### src/rtl/tia_hsync_ctl.sv
// Horizontal line sequencer for the TIA.
// One line is 57 counts of 4 color-clock phases (228 color clocks).
// From that count it sequences the HBLANK, HSYNC, RDY (WSYNC halt) and
// HMOVE-extended-blank latches, and it emits a one-cycle line-start pulse.
// Every output comes straight from a register.
module tia_hsync_ctl (
  input  logic       clk,
  input  logic       reset,
  input  logic       wsync,
  input  logic       rsync,
  input  logic       hmove,
  output logic [5:0] hc,
  output logic [1:0] phase,
  output logic       hblank,
  output logic       hsync,
  output logic       rdy,
  output logic       hmove_latch,
  output logic       line_start
);

  // Line geometry and decode points. Each point is the hc value that is
  // entered together with phase 0.
  localparam logic [5:0] HC_LAST        = 6'd56;
  localparam logic [5:0] HC_HSYNC_SET   = 6'd4;
  localparam logic [5:0] HC_HSYNC_CLR   = 6'd8;
  localparam logic [5:0] HC_HBLANK_END  = 6'd17;
  localparam logic [5:0] HC_HBLANK_LATE = 6'd19;

  // Registered state
  logic [5:0] hc_reg, hc_next;
  logic [1:0] phase_reg, phase_next;
  logic       hblank_reg, hblank_next;
  logic       hsync_reg, hsync_next;
  logic       rdy_reg, rdy_next;
  logic       hmove_latch_reg, hmove_latch_next;
  logic       line_start_reg, line_start_next;

  // Decode of the count value that the next edge will enter
  logic wrap;
  logic restart;
  logic enter_phase0;

  // Decide where the counter goes on the next edge. The line restarts on a
  // natural wrap out of (56,3) or on an RSYNC strobe.
  always_comb begin
    wrap       = (hc_reg == HC_LAST) && (phase_reg == 2'd3);
    restart    = wrap || rsync;
    phase_next = phase_reg + 2'd1;
    hc_next    = hc_reg;
    if (restart) begin
      phase_next = 2'd0;
      hc_next    = 6'd0;
    end else if (phase_reg == 2'd3) begin
      hc_next = hc_reg + 6'd1;
    end
    enter_phase0 = (phase_next == 2'd0) && !restart;
  end

  // Next-state logic for the line-level latches. A strobe that coincides with
  // the line-start edge takes priority over the clear that line start applies.
  always_comb begin
    line_start_next  = restart;

    // HSYNC spans counts 4..7 (16 color clocks). A restart drops it at once.
    hsync_next = hsync_reg;
    if (restart) begin
      hsync_next = 1'b0;
    end else if (enter_phase0 && hc_next == HC_HSYNC_SET) begin
      hsync_next = 1'b1;
    end else if (enter_phase0 && hc_next == HC_HSYNC_CLR) begin
      hsync_next = 1'b0;
    end

    // HBLANK ends at count 17, or at count 19 when HMOVE extends it. The
    // choice at 17 uses the latch value from the cycle before that edge.
    // A late HMOVE never re-asserts blank, because nothing sets blank
    // except a line start.
    hblank_next = hblank_reg;
    if (restart) begin
      hblank_next = 1'b1;
    end else if (enter_phase0 && hc_next == HC_HBLANK_END && !hmove_latch_reg) begin
      hblank_next = 1'b0;
    end else if (enter_phase0 && hc_next == HC_HBLANK_LATE) begin
      hblank_next = 1'b0;
    end

    // WSYNC halts the CPU until a line start. If the strobe arrives on the
    // line-start edge, the halt covers the whole new line.
    rdy_next = rdy_reg;
    if (wsync) begin
      rdy_next = 1'b0;
    end else if (restart) begin
      rdy_next = 1'b1;
    end

    // The HMOVE latch is held until the next line start. A strobe on the
    // line-start edge keeps the latch set for the new line.
    hmove_latch_next = hmove_latch_reg;
    if (hmove) begin
      hmove_latch_next = 1'b1;
    end else if (restart) begin
      hmove_latch_next = 1'b0;
    end
  end

  // State register. Reset overrides every strobe. After reset the counter sits
  // at (0,0) with no line-start pulse, so the first pulse comes at the next wrap.
  always_ff @(posedge clk) begin
    if (reset) begin
      hc_reg          <= 6'd0;
      phase_reg       <= 2'd0;
      hblank_reg      <= 1'b1;
      hsync_reg       <= 1'b0;
      rdy_reg         <= 1'b1;
      hmove_latch_reg <= 1'b0;
      line_start_reg  <= 1'b0;
    end else begin
      hc_reg          <= hc_next;
      phase_reg       <= phase_next;
      hblank_reg      <= hblank_next;
      hsync_reg       <= hsync_next;
      rdy_reg         <= rdy_next;
      hmove_latch_reg <= hmove_latch_next;
      line_start_reg  <= line_start_next;
    end
  end

  // Outputs are driven directly by the registers
  assign hc          = hc_reg;
  assign phase       = phase_reg;
  assign hblank      = hblank_reg;
  assign hsync       = hsync_reg;
  assign rdy         = rdy_reg;
  assign hmove_latch = hmove_latch_reg;
  assign line_start  = line_start_reg;

endmodule

### config.mk
export PLATFORM = sky130hd
export DESIGN_NAME = tia_hsync_ctl
export DESIGN_NICKNAME = d
export VERILOG_FILES = /design/src/rtl/tia_hsync_ctl.sv
export SDC_FILE = /design/constraint.sdc
export NUM_CORES = 1
export LEC_CHECK = 0
export ABC_AREA = 1
export BUFFER_PORTS_ARGS = -buffer_cell sky130_fd_sc_hd__clkbuf_2
export CORE_MARGIN = 4
export CORE_UTILIZATION = 44
export DETAILED_ROUTE_END_ITERATION = 8
export HOLD_SLACK_MARGIN = 0.03
export PLACE_DENSITY_LB_ADDON = 0.12
export RECOVER_POWER = 25
export SYNTH_ARGS = -nofsm -noshare
export SYNTH_HDL_FRONTEND = slang
export SYNTH_SLANG_ARGS = --single-unit
### constraint.sdc
create_clock -name clk -period 1.4 [get_ports clk]
set_input_delay 0.07 -clock clk [delete_from_list [all_inputs] [get_ports clk]]
set_output_delay 0.07 -clock clk [all_outputs]
set_load 0.05 [all_outputs]
* Word-level counts from Yosys, hierarchy flattened
Cells that the tools add are included.
** Operators by class
- $add $sub $neg :: 2
- Equality and inequality tests :: 6
- Multiplexer cells :: 11
- Reductions and logical operators :: 16
** Operators with widths (count)
- 6-bit by 5-bit equality test with 1-bit output (second input constant) :: 2
- 6-bit two-way mux :: 2
- 1-bit two-way mux :: 8
- 2-bit nonzero test :: 4
- 1-bit logical AND :: 7
- 6-bit by 1-bit adder with 6-bit output (second input constant) :: 1
- 6-bit by 3-bit equality test with 1-bit output (second input constant) :: 1
- 6-bit by 4-bit equality test with 1-bit output (second input constant) :: 1
- 6-bit equality test (second input constant) :: 1
- 2-bit by 1-bit adder with 2-bit output (second input constant) :: 1
- 2-bit equality test (second input constant) :: 1
- 1-bit logical NOT :: 2
- 2-bit logical NOT :: 1
- 2-bit two-way mux :: 1
- 2-bit OR reduction :: 1
- 1-bit logical OR :: 1
** Word-level totals
- Bits in registers :: 13
- Input bits :: 5
- Output and inout bits :: 13
- Logic and storage cells :: 42

* Logic depth before layout (Yosys ltp)
Gate-level depths: netlist of run 1.
- Word-level depth :: 9
- Mapped depth :: 12
- Mapped depth without buffers :: 12

* Worst setup path before layout of run 1
Ideal clock, no wire load.
- Path type :: reg-to-reg
- Start :: register hc_reg[0], in the netlist hc[0]
- End :: register hblank_reg, in the netlist hblank
- Setup time :: 0.118 ns
- Arrival :: 1.705 ns
- Required time :: 1.282 ns
- Path slack :: -0.423 ns
- Cell stages (with the launch flop) :: 13
- Buffers on the path :: 0
- Period minus slack after synthesis :: 1.823 ns
- Cell sequence :: dfxtp_1 > inv_1 > ha_1 > nand2_1 > nor2_1 > nand2_1 > nand2_2 > nor2_1 > nand2_1 > nor2_1 > nand3b_1 > nand2_1 > nand2_1
** Between the ends
- Cells in the longest elaborated chain, start to end :: 9
- Elaborated cells on any way between the ends :: 18
- Classes of those cells :: add/sub: 1; eq/ne: 3; mux: 4; reduce/logical: 10
** Ends and longest elaborated chain
- start: declaration :: RTL line 30 : logic [5:0] hc_reg, hc_next;
- start signal: assignment :: RTL line 118 : hc_reg <= hc_next;
- branches (longest 9 deep; another with 6-bit by 1-bit adder with 6-bit output)
- end signal: assignment :: RTL line 120 : hblank_reg <= hblank_next;
- end: declaration :: RTL line 32 : logic hblank_reg, hblank_next;
Several ways; the timed one is not identified.
A chain may end at the register's enable or synchronous reset.

* Worst setup path in the final report of run 1
- Start :: register phase_reg[0], in the netlist phase[0]
- End :: register hblank_reg, in the netlist hblank
** Between the ends
- Cells in the longest elaborated chain, start to end :: 9
- Elaborated cells on any way between the ends :: 18
- Classes of those cells :: add/sub: 1; eq/ne: 3; mux: 4; reduce/logical: 10
** Ends and longest elaborated chain
- start: declaration :: RTL line 31 : logic [1:0] phase_reg, phase_next;
- start signal: assignment :: RTL line 119 : phase_reg <= phase_next;
- branches (longest 9 deep; another with 6-bit two-way mux)
Several ways; the timed one is not identified.

==> results of run 1 <==
cells in the mapped netlist:
| library cell | count | area share, % |
|---|---|---|
| nand3b_1 | 1 | 1.1 |
| nand2_4 | 1 | 1.7 |
| dfxtp_1 | 13 | 40 |
| xor2_1 | 1 | 1.3 |
| nor2_2 | 3 | 2.9 |
| o21ai_0 | 1 | 0.76 |
| nand3_1 | 5 | 3.8 |
| inv_1 | 14 | 8.0 |
| o22ai_1 | 1 | 0.95 |
| nor2_1 | 18 | 10 |
| inv_2 | 1 | 0.57 |
| nor3_1 | 1 | 0.76 |
| nand2_2 | 1 | 0.95 |
| nand4_1 | 1 | 0.95 |
| a21oi_1 | 3 | 2.3 |
| nand2_1 | 22 | 13 |
| a21oi_2 | 1 | 1.3 |
| o21a_1 | 1 | 1.1 |
| buf_6 | 1 | 1.7 |
| ha_1 | 3 | 5.7 |
| nor2_4 | 1 | 1.7 |
metal layers:
metal  vias to the layer above  global-route usage (%)
met3                         5                    2.34
met5                         -                       0
li1                        351                       -
met2                        14                    28.3
met1                       333                    18.4
met4                         0                    9.94
kinds of logic (layout without fill, tap and decap cells):
family                     after synthesis  after routing  synth area share, %
xor gates and xnor gates                 1              1                 1.33
buffers and inverters                   16             49                 10.3
adders and majority gates                3              3                 5.70
AOI/OAI and AO/OA                        7              7                 6.46
DFF                                     13             13                 39.5
and+or+nand+nor                         54             54                 36.7
critical path, stage by stage, from the launching register on:
cell and delay [ns]:
dfxtp_4 0.36, ha_4 0.19, nand2_2 0.08, nor2_2 0.04, nand2_2 0.09, nand2_4 0.11
nor2_4 0.14, nand2_2 0.07, nor2_1 0.09, nand3b_1 0.09, nand2_1 0.07, nand2_1 0.05
layout make-up:
class / instances / share of cell area [%]
Inverter: 15 / 5.40
Tap cell: 15 / 1.72
Sequential cell: 13 / 25.7
Clock buffer: 4 / 2.41
Timing Repair Buffer: 30 / 20.2
Multi-Input combinational cell: 65 / 44.5
report_power, final:
group | switching, mW | internal, mW | total (mW)
combinational | 0.0726 | 0.0483 | 0.121
clock | 0.129 | 0.111 | 0.240
sequential | 0.00739 | 0.372 | 0.379
total | 0.209 | 0.531 | 0.740
worst max-delay path by stage:
stage	from	end	slack, ns	depth (start not counted)
2_1_floorplan	phase[0]$_SDFF_PP0_	hblank$_SDFFE_PP1P_	-0.07	12
3_3_place_gp	hc[0]$_SDFF_PP0_	hblank$_SDFFE_PP1P_	-0.05	12
3_5_place_dp	hc[1]$_SDFF_PP0_	hblank$_SDFFE_PP1P_	-0.09	12
4_1_cts	phase[0]$_SDFF_PP0_	hblank$_SDFFE_PP1P_	-0.05	11
5_1_grt	phase[0]$_SDFF_PP0_	hblank$_SDFFE_PP1P_	-0.19	11
6_report	phase[0]$_SDFF_PP0_	hblank$_SDFFE_PP1P_	-0.10	11
through the flow:
stage               utilization, %  TNS, ns
global route                  80.6    -1.30
detailed placement            61.9   -0.170
CTS                           69.2  -0.0557
floorplan                        -   -0.152
global placement              61.9  -0.0541
finish                        80.6   -0.462
repair_timing:
action                                 CTS  global route
setup endpoints to repair               11            11
pin swaps                                6             9
buffers inserted                         4             2
hold buffers                             2             0
gates resized for setup                  5            35
cloned                                   0             0
endpoints found under the hold margin    3             0
==> reports/metrics.yaml, run 1 <==
floorplan:
  fp.dieW_um: 46.7
  ioPinCount: 18
  coreArea_mm2: 0.00135
  chipHeight_um: 46.7
  start_util_pct: 48.7
  dieArea_mm2: 0.00218
  num_rows: 13
timing:
  rsz0062_at_grt: "yes"
  slew_violations: 0
  hold_violations: 0
  tightest_slew_ns: 0.618
  setup_viol: 11
  clock.fmax_mhz: 666
  skew_ns: 0.00632
  fin_hold_ws_ns: 0.0646
  finalCriticalPeriod_ns: 1.50
  fin_ws_ns: -0.102
  max_slew_margin_pct: 59.0
  post-route-period-util_pct: 107
finish:
  antenna_cells: 0
  final_area_mm2: 0.00109
  drive_gt1_share_pct: 59.1
  multiInputGateArea_um2: 484
  fin_cells: 142
  fillers: 94
  syn2layout_area_growth_pct: 65.4
  layout_common_cells: "nand2_1, clkbuf_2, nor2_1, inv_1, nand2_2"
  largest_register_ffs: 6
  seqCellArea_um2: 280
  layout.nets: 136
setup_path:
  worstSetupStartpointType: "flip-flop"
  cp.arrival_ns: 1.69
  path_max_fanout: 6
  r2r-start: "phase[0]$_SDFF_PP0_"
  r2r-end: "hblank$_SDFFE_PP1P_"
  crit_path_end_kind: "flip-flop"
  cp.required_ns: 1.58
  critical_path_class: "flip-flop to flip-flop"
  rrSetupSlack_ns: -0.10
  r2r_cells: 11
grt:
  grt_pass1_vias: 627
  grt_pass1_wl_um: 2480
  grt_max_degree: 8
  antenna_found_initial: 0
  grtUsageTotal_pct: 16.3
  grt_remaining_overflow: 0
clock_network:
  cts-root-buf: "clkbuf_4"
  cts.clk_slew.worst_paths_ns: 0.08
  cts_tree: "built"
  clk_latency_ns: 0.29
  cts_buffers: 3
  clockBufferDepth: 2
  numClockSinks: 13
  ctsHtreeMaxLevel: 1
route:
  wl_per_cell_um: 13.4
  wl_met2_um: 1010
  drt_pre_antenna_iters: 3
  drtIter0Drc: 9
  drc: 0
  ant_nets: 0
  wl_met1_um: 811
  viasPerCell: 4.95
  via_count: 703
  top_layer: "met4"
  dr_wl_met3_um: 53
  wl_um: 1910
min_path:
  min-delay-start: "wsync"
  min_delay_path_depth: 4
  hold_class: "input pin to flip-flop"
  whs_endpoint: "rdy$_SDFFE_PP1P_"
placement:
  gp_congestion: 0.794
  place_inst: 130
  hpwlAfterDp_um: 1110
  placed_area_um2: 836
  io_buffer_count: 17
  dpl_worst_slack_ns: -0.0949
run:
  cap_violations: 0
pwr:
  p_total_mw: 0.740
  vdd_ir_drop_max_v: 0.000622
  leakagePower_nw: 0.494
  power_density_mw_per_mm2: 680
yosys:
  syn_avg_cell_area_um2: 7.00
  synth_area_um2: 658
  yosys_warnings: 0
  synth_nets: 102
  synth-seq-cells: 13
  synthesis.instances: 94
  seq_area_frac_synth_pct: 39.5
  ys_types: 21
status:
  failed_checks: "negative setup slack"
  status: "complete, but fails checks"
Power figures use the tool's default switching activity.
==> inputs of run 2 (changes only) <==
- CORE_ASPECT_RATIO: not set -> 1.1
==> run 2 against run 1 <==
  * The flow still finishes with violations (negative setup slack)
  * Sequential share of layout area grew 2.9 points
  * Count of clock-buffer cells in the layout is the same
  * Worst hold slack lost 0.011 ns
  * Power shrank 4.2%
  * Cell area shrank 10%
  * Maximum frequency grew 3.2%
  * Critical path depth shrank 1
  * Clock power shrank 4%
  * Critical path type unchanged
  * Critical endpoint is now hsync$_SDFFE_PP0P_
==> reports/metrics.yaml, run 2 (synthesis gave the netlist of run 1 again) <==
timing:
  fin_ws_ns: -0.0549  # +0.0472 ns
  finalCriticalPeriod_ns: 1.45  # -0.0472 ns
  skew_ns: 0.00359  # -0.00273 ns
  setup_viol: 2  # -9
  rsz0062_at_grt: "yes"
  hold_violations: 0  # unchanged
  post-route-period-util_pct: 104  # -3.4 points
  clock.fmax_mhz: 687  # +3.2%
  slew_violations: 0  # unchanged
  tightest_slew_ns: 0.593  # -0.0244 ns
  fin_hold_ws_ns: 0.0534  # -0.0112 ns
  max_slew_margin_pct: 60.6  # +1.6 points
pwr:
  clkPwrFrac_pct: 32.4  # about the same
  leakagePower_nw: 0.452  # -8.6%
  p_int_mw: 0.519  # -2.2%
  p_comb_share_pct: 14.3  # -2.0 points
  p_total_mw: 0.709  # -4.2%
  power_switching_mw: 0.190  # -9.3%
  vdd_ir_drop_max_v: 0.000620  # -0.37%
  power_density_mw_per_mm2: 724  # +6.4%
  p_sw_share_pct: 26.7  # -1.5 points
  p_seq_share_pct: 53.3  # +2.0 points
route:
  via_count: 659  # -6.3%
  drtIter0Drc: 5  # -4
  drt_pre_antenna_iters: 4  # +1
  viasPerCell: 4.67  # -5.6%
  ant_nets: 0  # unchanged
  wl_per_cell_um: 10.2  # -24%
  drc: 0  # unchanged
  wl_um: 1440  # -24%
clock_network:
  clockBufferDepth: 2  # unchanged
  cts_tree: "built"
  clk_latency_ns: 0.28  # about the same
  cts.clk_slew.worst_paths_ns: 0.08  # about the same
  numClockSinks: 13  # unchanged
  cts_buffers: 3  # unchanged
  ctsHtreeMaxLevel: 1  # unchanged
  cts-root-buf: "clkbuf_4"
finish:
  syn2layout_area_growth_pct: 48.9
  drive_gt1_share_pct: 46.4  # -13 points
  layout.nets: 134  # -1.5%
  layout_common_cells: "nand2_1, nor2_1, clkbuf_2, inv_1, buf_4"
  fin_cells: 141  # -0.70%
  final_common_cell: "nand2_1"
  antenna_cells: 0  # unchanged
  largest_register_ffs: 6  # unchanged
setup_path:
  path_max_fanout: 7  # +1
  cp.arrival_ns: 1.63  # -0.06 ns
  cp_slowest_cell: "dfxtp_4"
  r2r-start: "phase[0]$_SDFF_PP0_"
  crit_family: "simple AND/OR/NAND/NOR gates"
  r2r-end: "hsync$_SDFFE_PP0P_"
  r2r_cells: 10  # -1
  cp.required_ns: 1.57  # about the same
  crit_chain: "ha_4, nand2_2, nor2_4, nand3_1, nand3_2, nor2_1, nor2_2, nand2_1, nand2_1, a21oi_2"
  critical_path_class: "flip-flop to flip-flop"
  crit_path_end_kind: "flip-flop"
  rrSetupSlack_ns: -0.05  # +0.05 ns
  worst-path-buf-inv: 0  # unchanged
  worstSetupStartpointType: "flip-flop"
  cp_common_cell: "nand2_1"
  crit_path_max_incr_delay_ns: 0.36  # about the same
min_path:
  whs_endpoint: "rdy$_SDFFE_PP1P_"
  min-delay-start: "wsync"
  min_delay_path_depth: 4  # unchanged
  hold_class: "input pin to flip-flop"
floorplan:
  fp.dieW_um: 44.9  # -3.9%
  dieArea_mm2: 0.00218  # about the same
  coreArea_mm2: 0.00138  # +2.5%
  num_rows: 14  # +1
  ioPinCount: 18  # unchanged
  start_util_pct: 47.6  # -1.2 points
  chipHeight_um: 48.6  # +4.0%
grt:
  grtUsageTotal_pct: 14.5  # -1.8 points
  grt_pass1_vias: 631  # +0.64%
  grt_pass1_wl_um: 2470  # -0.56%
  grt_max_degree: 8  # unchanged
  grt_remaining_overflow: 0  # unchanged
  antenna_found_initial: 0  # unchanged
placement:
  io_buffer_count: 17  # unchanged
  place_inst: 132  # +1.5%
  gp_congestion: 0.819  # +3.1%
  dpl_worst_slack_ns: -0.0853  # +0.00957 ns
  hpwlAfterDp_um: 1090  # -2.0%
status:
  failed_checks: "negative setup slack"
  status: "complete, but fails checks"
run:
  cap_violations: 0  # unchanged
[run 2: cell count changes in the layout (fill, tap and decap cells not counted), moves of 2 or more]
cell,before,now
nand2_2,7,4
nor2_4,5,3
a21oi_2,4,2
a21oi_1,0,2
nor2_1,11,14
nand2_1,14,18
[run 2: worst max path at each step]
| stage | start | endpoint | cells past startpoint |
|---|---|---|---|
| 6_report | phase[0]$_SDFF_PP0_ | hsync$_SDFFE_PP0P_ | 10 |
| 5_1_grt | phase[0]$_SDFF_PP0_ | hsync$_SDFFE_PP0P_ | 10 |
| 4_1_cts | hc[1]$_SDFF_PP0_ | hblank$_SDFFE_PP1P_ | 12 |
| 3_5_place_dp | hc[1]$_SDFF_PP0_ | hblank$_SDFFE_PP1P_ | 12 |
| 3_3_place_gp | hc[1]$_SDFF_PP0_ | hblank$_SDFFE_PP1P_ | 12 |
| 2_1_floorplan | phase[0]$_SDFF_PP0_ | hblank$_SDFFE_PP1P_ | 12 |
[run 2: power groups by stage]
| stage | logic, mW | clock network (mW) | registers [mW] |
|---|---|---|---|
| 4_1_cts | 0.0912 | 0.237 | 0.377 |
| 6_report | 0.101 | 0.230 | 0.378 |
| 3_3_place_gp | 0.0847 | 0 | 0.386 |
| 3_5_place_dp | 0.0857 | 0 | 0.386 |
| 5_1_grt | 0.110 | 0.251 | 0.379 |
| 2_1_floorplan | 0.0244 | 0 | 0.416 |
[run 2: worst register-to-register path: cells and delay by family, from the launching register on]
kind                     cells  cell delay, ns
flip-flops                   1            0.36
AND/OR/NAND/NOR              8            0.75
AO/OA/AOI/OAI                1            0.05
adder cells (fa/ha/maj)      1            0.19
[run 2: final cells by class]
| type | count | area, um2 |
|---|---|---|
| timing repair buffer | 28 | 188 |
| clock buffer | 4 | 26.3 |
| multi-input combinational | 65 | 407 |
| fill | 110 | 404 |
| tap | 16 | 20.0 |
| sequential | 13 | 280 |
| inverter | 15 | 58.8 |
[run 2: what timing repair did]
item | in CTS | in global routing
resized for setup | 2 | 19
hold endpoints to repair | 3 | 0
hold buffers | 2 | 0
endpoints found under the setup margin | 9 | 10
pin swaps | 6 | 8
setup buffers | 2 | 1
[run 2: stage by stage]
step | instance area, um2 | TNS, ns | util, %
after floorplan | 693 | -0.152 | -
after global placement | 845 | -0.0847 | 61.0
after detailed placement | 845 | -0.258 | 61.0
after CTS | 908 | -0.0775 | 65.6
after global routing | 980 | -0.934 | 70.8
final | 980 | -0.0647 | 70.8
[run 2: metal layers]
layer	GRT usage [%]	part of all wire (%)	vias up
met5	0	0	-
met4	6.83	1.9	0
met3	2.59	5.5	5
met2	23.9	50	15
met1	17.6	42	287
li1	-	-	352
==> inputs of run 3 (changes only) <==
- SKIP_LAST_GASP: not set -> 1
==> run 3 against run 2 <==
  * The flow still finishes with violations (negative setup slack)
  * Setup slack about the same
  * Maximum frequency about the same
  * Critical path type unchanged
  * Global-route usage unchanged
  * Largest power group unchanged
  * Die area is the same
  * First-iteration DRC count shrank 20%
  * Sequential share of layout area is 0.30 points higher
  * Via count shrank 0.61%
  * Final cell count stayed put
==> reports/metrics.yaml, run 3 (synthesis gave the netlist of run 1 again) <==
status:
  status: "complete, but fails checks"
  failed_checks: "negative setup slack"
clock_network:
  cts_tree: "built"
  cts-root-buf: "clkbuf_4"
  clockBufferDepth: 2  # unchanged
  cts_buffers: 3  # unchanged
  numClockSinks: 13  # unchanged
  ctsHtreeMaxLevel: 1  # unchanged
  cts.clk_slew.worst_paths_ns: 0.08  # about the same
  clk_latency_ns: 0.28  # about the same
grt:
  grt_pass1_wl_um: 2470  # unchanged
  grtUsageMet2_pct: 23.9  # unchanged
  grt.busiest_layer: "met2"
  antenna_found_initial: 0  # unchanged
  grt_max_degree: 8  # unchanged
  use_met1_pct: 17.6  # unchanged
  grt_pass1_vias: 631  # unchanged
  grt_remaining_overflow: 0  # unchanged
  grtUsageTotal_pct: 14.5  # unchanged
  met3_usage_pct: 2.59  # unchanged
timing:
  clock.fmax_mhz: 687  # about the same
  fin_ws_ns: -0.0549  # +0.0000679 ns
  finalCriticalPeriod_ns: 1.45  # -0.0000679 ns
  tightest_slew_ns: 0.593  # +0.000000775 ns
  max_slew_margin_pct: 60.6  # about the same
  post-route-period-util_pct: 104  # about the same
  hold_violations: 0  # unchanged
  setup_viol: 3  # +1
  skew_ns: 0.00347  # -0.000115 ns
  rsz0062_at_grt: "yes"
  slew_violations: 0  # unchanged
placement:
  placed_area_um2: 845  # unchanged
  hpwlAfterDp_um: 1090  # unchanged
  gp_congestion: 0.819  # unchanged
  io_buffer_count: 17  # unchanged
  dpl_worst_slack_ns: -0.0853  # unchanged
floorplan:
  coreArea_mm2: 0.00138  # unchanged
  chipHeight_um: 48.6  # unchanged
  dieArea_mm2: 0.00218  # unchanged
  start_util_pct: 47.6  # unchanged
  ioPinCount: 18  # unchanged
  num_rows: 14  # unchanged
  fp.dieW_um: 44.9  # unchanged
route:
  viasPerCell: 4.65  # -0.61%
  wl_per_cell_um: 10.2  # -0.69%
  drtIter0Drc: 4  # -1
  drc: 0  # unchanged
  drt_pre_antenna_iters: 4  # unchanged
  wl_um: 1430  # -0.69%
  via_count: 655  # -0.61%
  ant_nets: 0  # unchanged
setup_path:
  crit_family: "simple AND/OR/NAND/NOR gates"
  worstSetupStartpointType: "flip-flop"
  cp.depth: 10  # unchanged
  path_max_fanout: 7  # unchanged
  cp_slowest_cell: "dfxtp_4"
  crit_path_end_kind: "flip-flop"
  crit_chain: "ha_4, nand2_2, nor2_4, nand3_1, nand3_2, nor2_1, nor2_2, nand2_1, nand2_1, a21oi_2"
  critical_path_class: "flip-flop to flip-flop"
  cp.arrival_ns: 1.63  # about the same
  cp_common_cell: "nand2_1"
  r2r_cells: 10  # unchanged
  crit_path_max_incr_delay_ns: 0.36  # about the same
  cp.required_ns: 1.57  # about the same
  rrSetupSlack_ns: -0.05  # about the same
  worst-path-buf-inv: 0  # unchanged
finish:
  seqCellArea_um2: 280  # unchanged
  fillers: 109  # -0.91%
  layout_common_cells: "nand2_1, nor2_1, clkbuf_2, inv_1, buf_4"
  final_common_cell: "nand2_1"
  antenna_cells: 0  # unchanged
  syn2layout_area_growth_pct: 47.3
  drive_gt1_share_pct: 45.6  # -0.80 points
  largest_register_ffs: 6  # unchanged
  final_area_um2: 970  # -1.0%
  layout.nets: 134  # unchanged
  multiInputGateArea_um2: 404  # -0.62%
pwr:
  leakagePower_nw: 0.449  # -0.51%
  power_density_mw_per_mm2: 728  # +0.64%
  vdd_ir_drop_max_v: 0.000620  # about the same
min_path:
  hold_class: "input pin to flip-flop"
  min_delay_path_depth: 4  # unchanged
run:
  cap_violations: 0  # unchanged
run 3: what timing repair did:
action                     in CTS  in global routing
hold buffers                    2                  0
resized for setup               2                 16
setup endpoints to repair       9                 10
pin swaps                       6                  8
hold endpoints to repair        3                  0
setup buffers                   2                  1
run 3: worst reg2reg max path, delay by kind of cell (launching register included):
kind,cells,cell delay [ns]
simple gates,8,0.75
flops,1,0.36
fa+ha+maj,1,0.19
compound gates,1,0.05
run 3: layout make-up:
| type | instances | share of cell area (%) |
|---|---|---|
| Clock buffer | 4 | 2.71 |
| Sequential cell | 13 | 28.9 |
| Timing Repair Buffer | 28 | 18.6 |
| Multi-Input combinational cell | 65 | 41.7 |
| Inverter | 15 | 6.06 |
| Tap cell | 16 | 2.06 |
run 3: path summary, 6_finish.rpt:
path,start,endpoint
setup / recovery,phase[0]$_SDFF_PP0_,hsync$_SDFFE_PP0P_
hold / removal,wsync,rdy$_SDFFE_PP1P_
setup reg to reg,phase[0]$_SDFF_PP0_,hsync$_SDFFE_PP0P_
hold reg to reg,hblank$_SDFFE_PP1P_,hblank$_SDFFE_PP1P_
run 3: where the power goes:
group,switching [mW],total (mW),internal (mW)
combinational,0.0636,0.0986,0.0350
clock,0.119,0.230,0.111
sequential,0.00587,0.378,0.372
total,0.189,0.706,0.518
run 3: layer usage:
| layer | up-vias | wire, um |
|---|---|---|
| li1 | 350 | - |
| met1 | 283 | 603 |
| met2 | 17 | 718 |
| met3 | 5 | 83 |
| met4 | 0 | 27 |
| met5 | - | 0 |
run 3: metrics by stage:
stage                     hold slack [ns]  total power [mW]  utilization (%)  setup TNS, ns  cells
after global routing               0.0793             0.737             70.1          -1.05    141
after floorplan                     0.142             0.441                -         -0.152     94
after global placement              0.276             0.471             61.0        -0.0847    132
after detailed placement            0.289             0.472             61.0         -0.258    132
final                              0.0535             0.706             70.1        -0.0695    141
after CTS                          0.0549             0.706             65.6        -0.0775    140
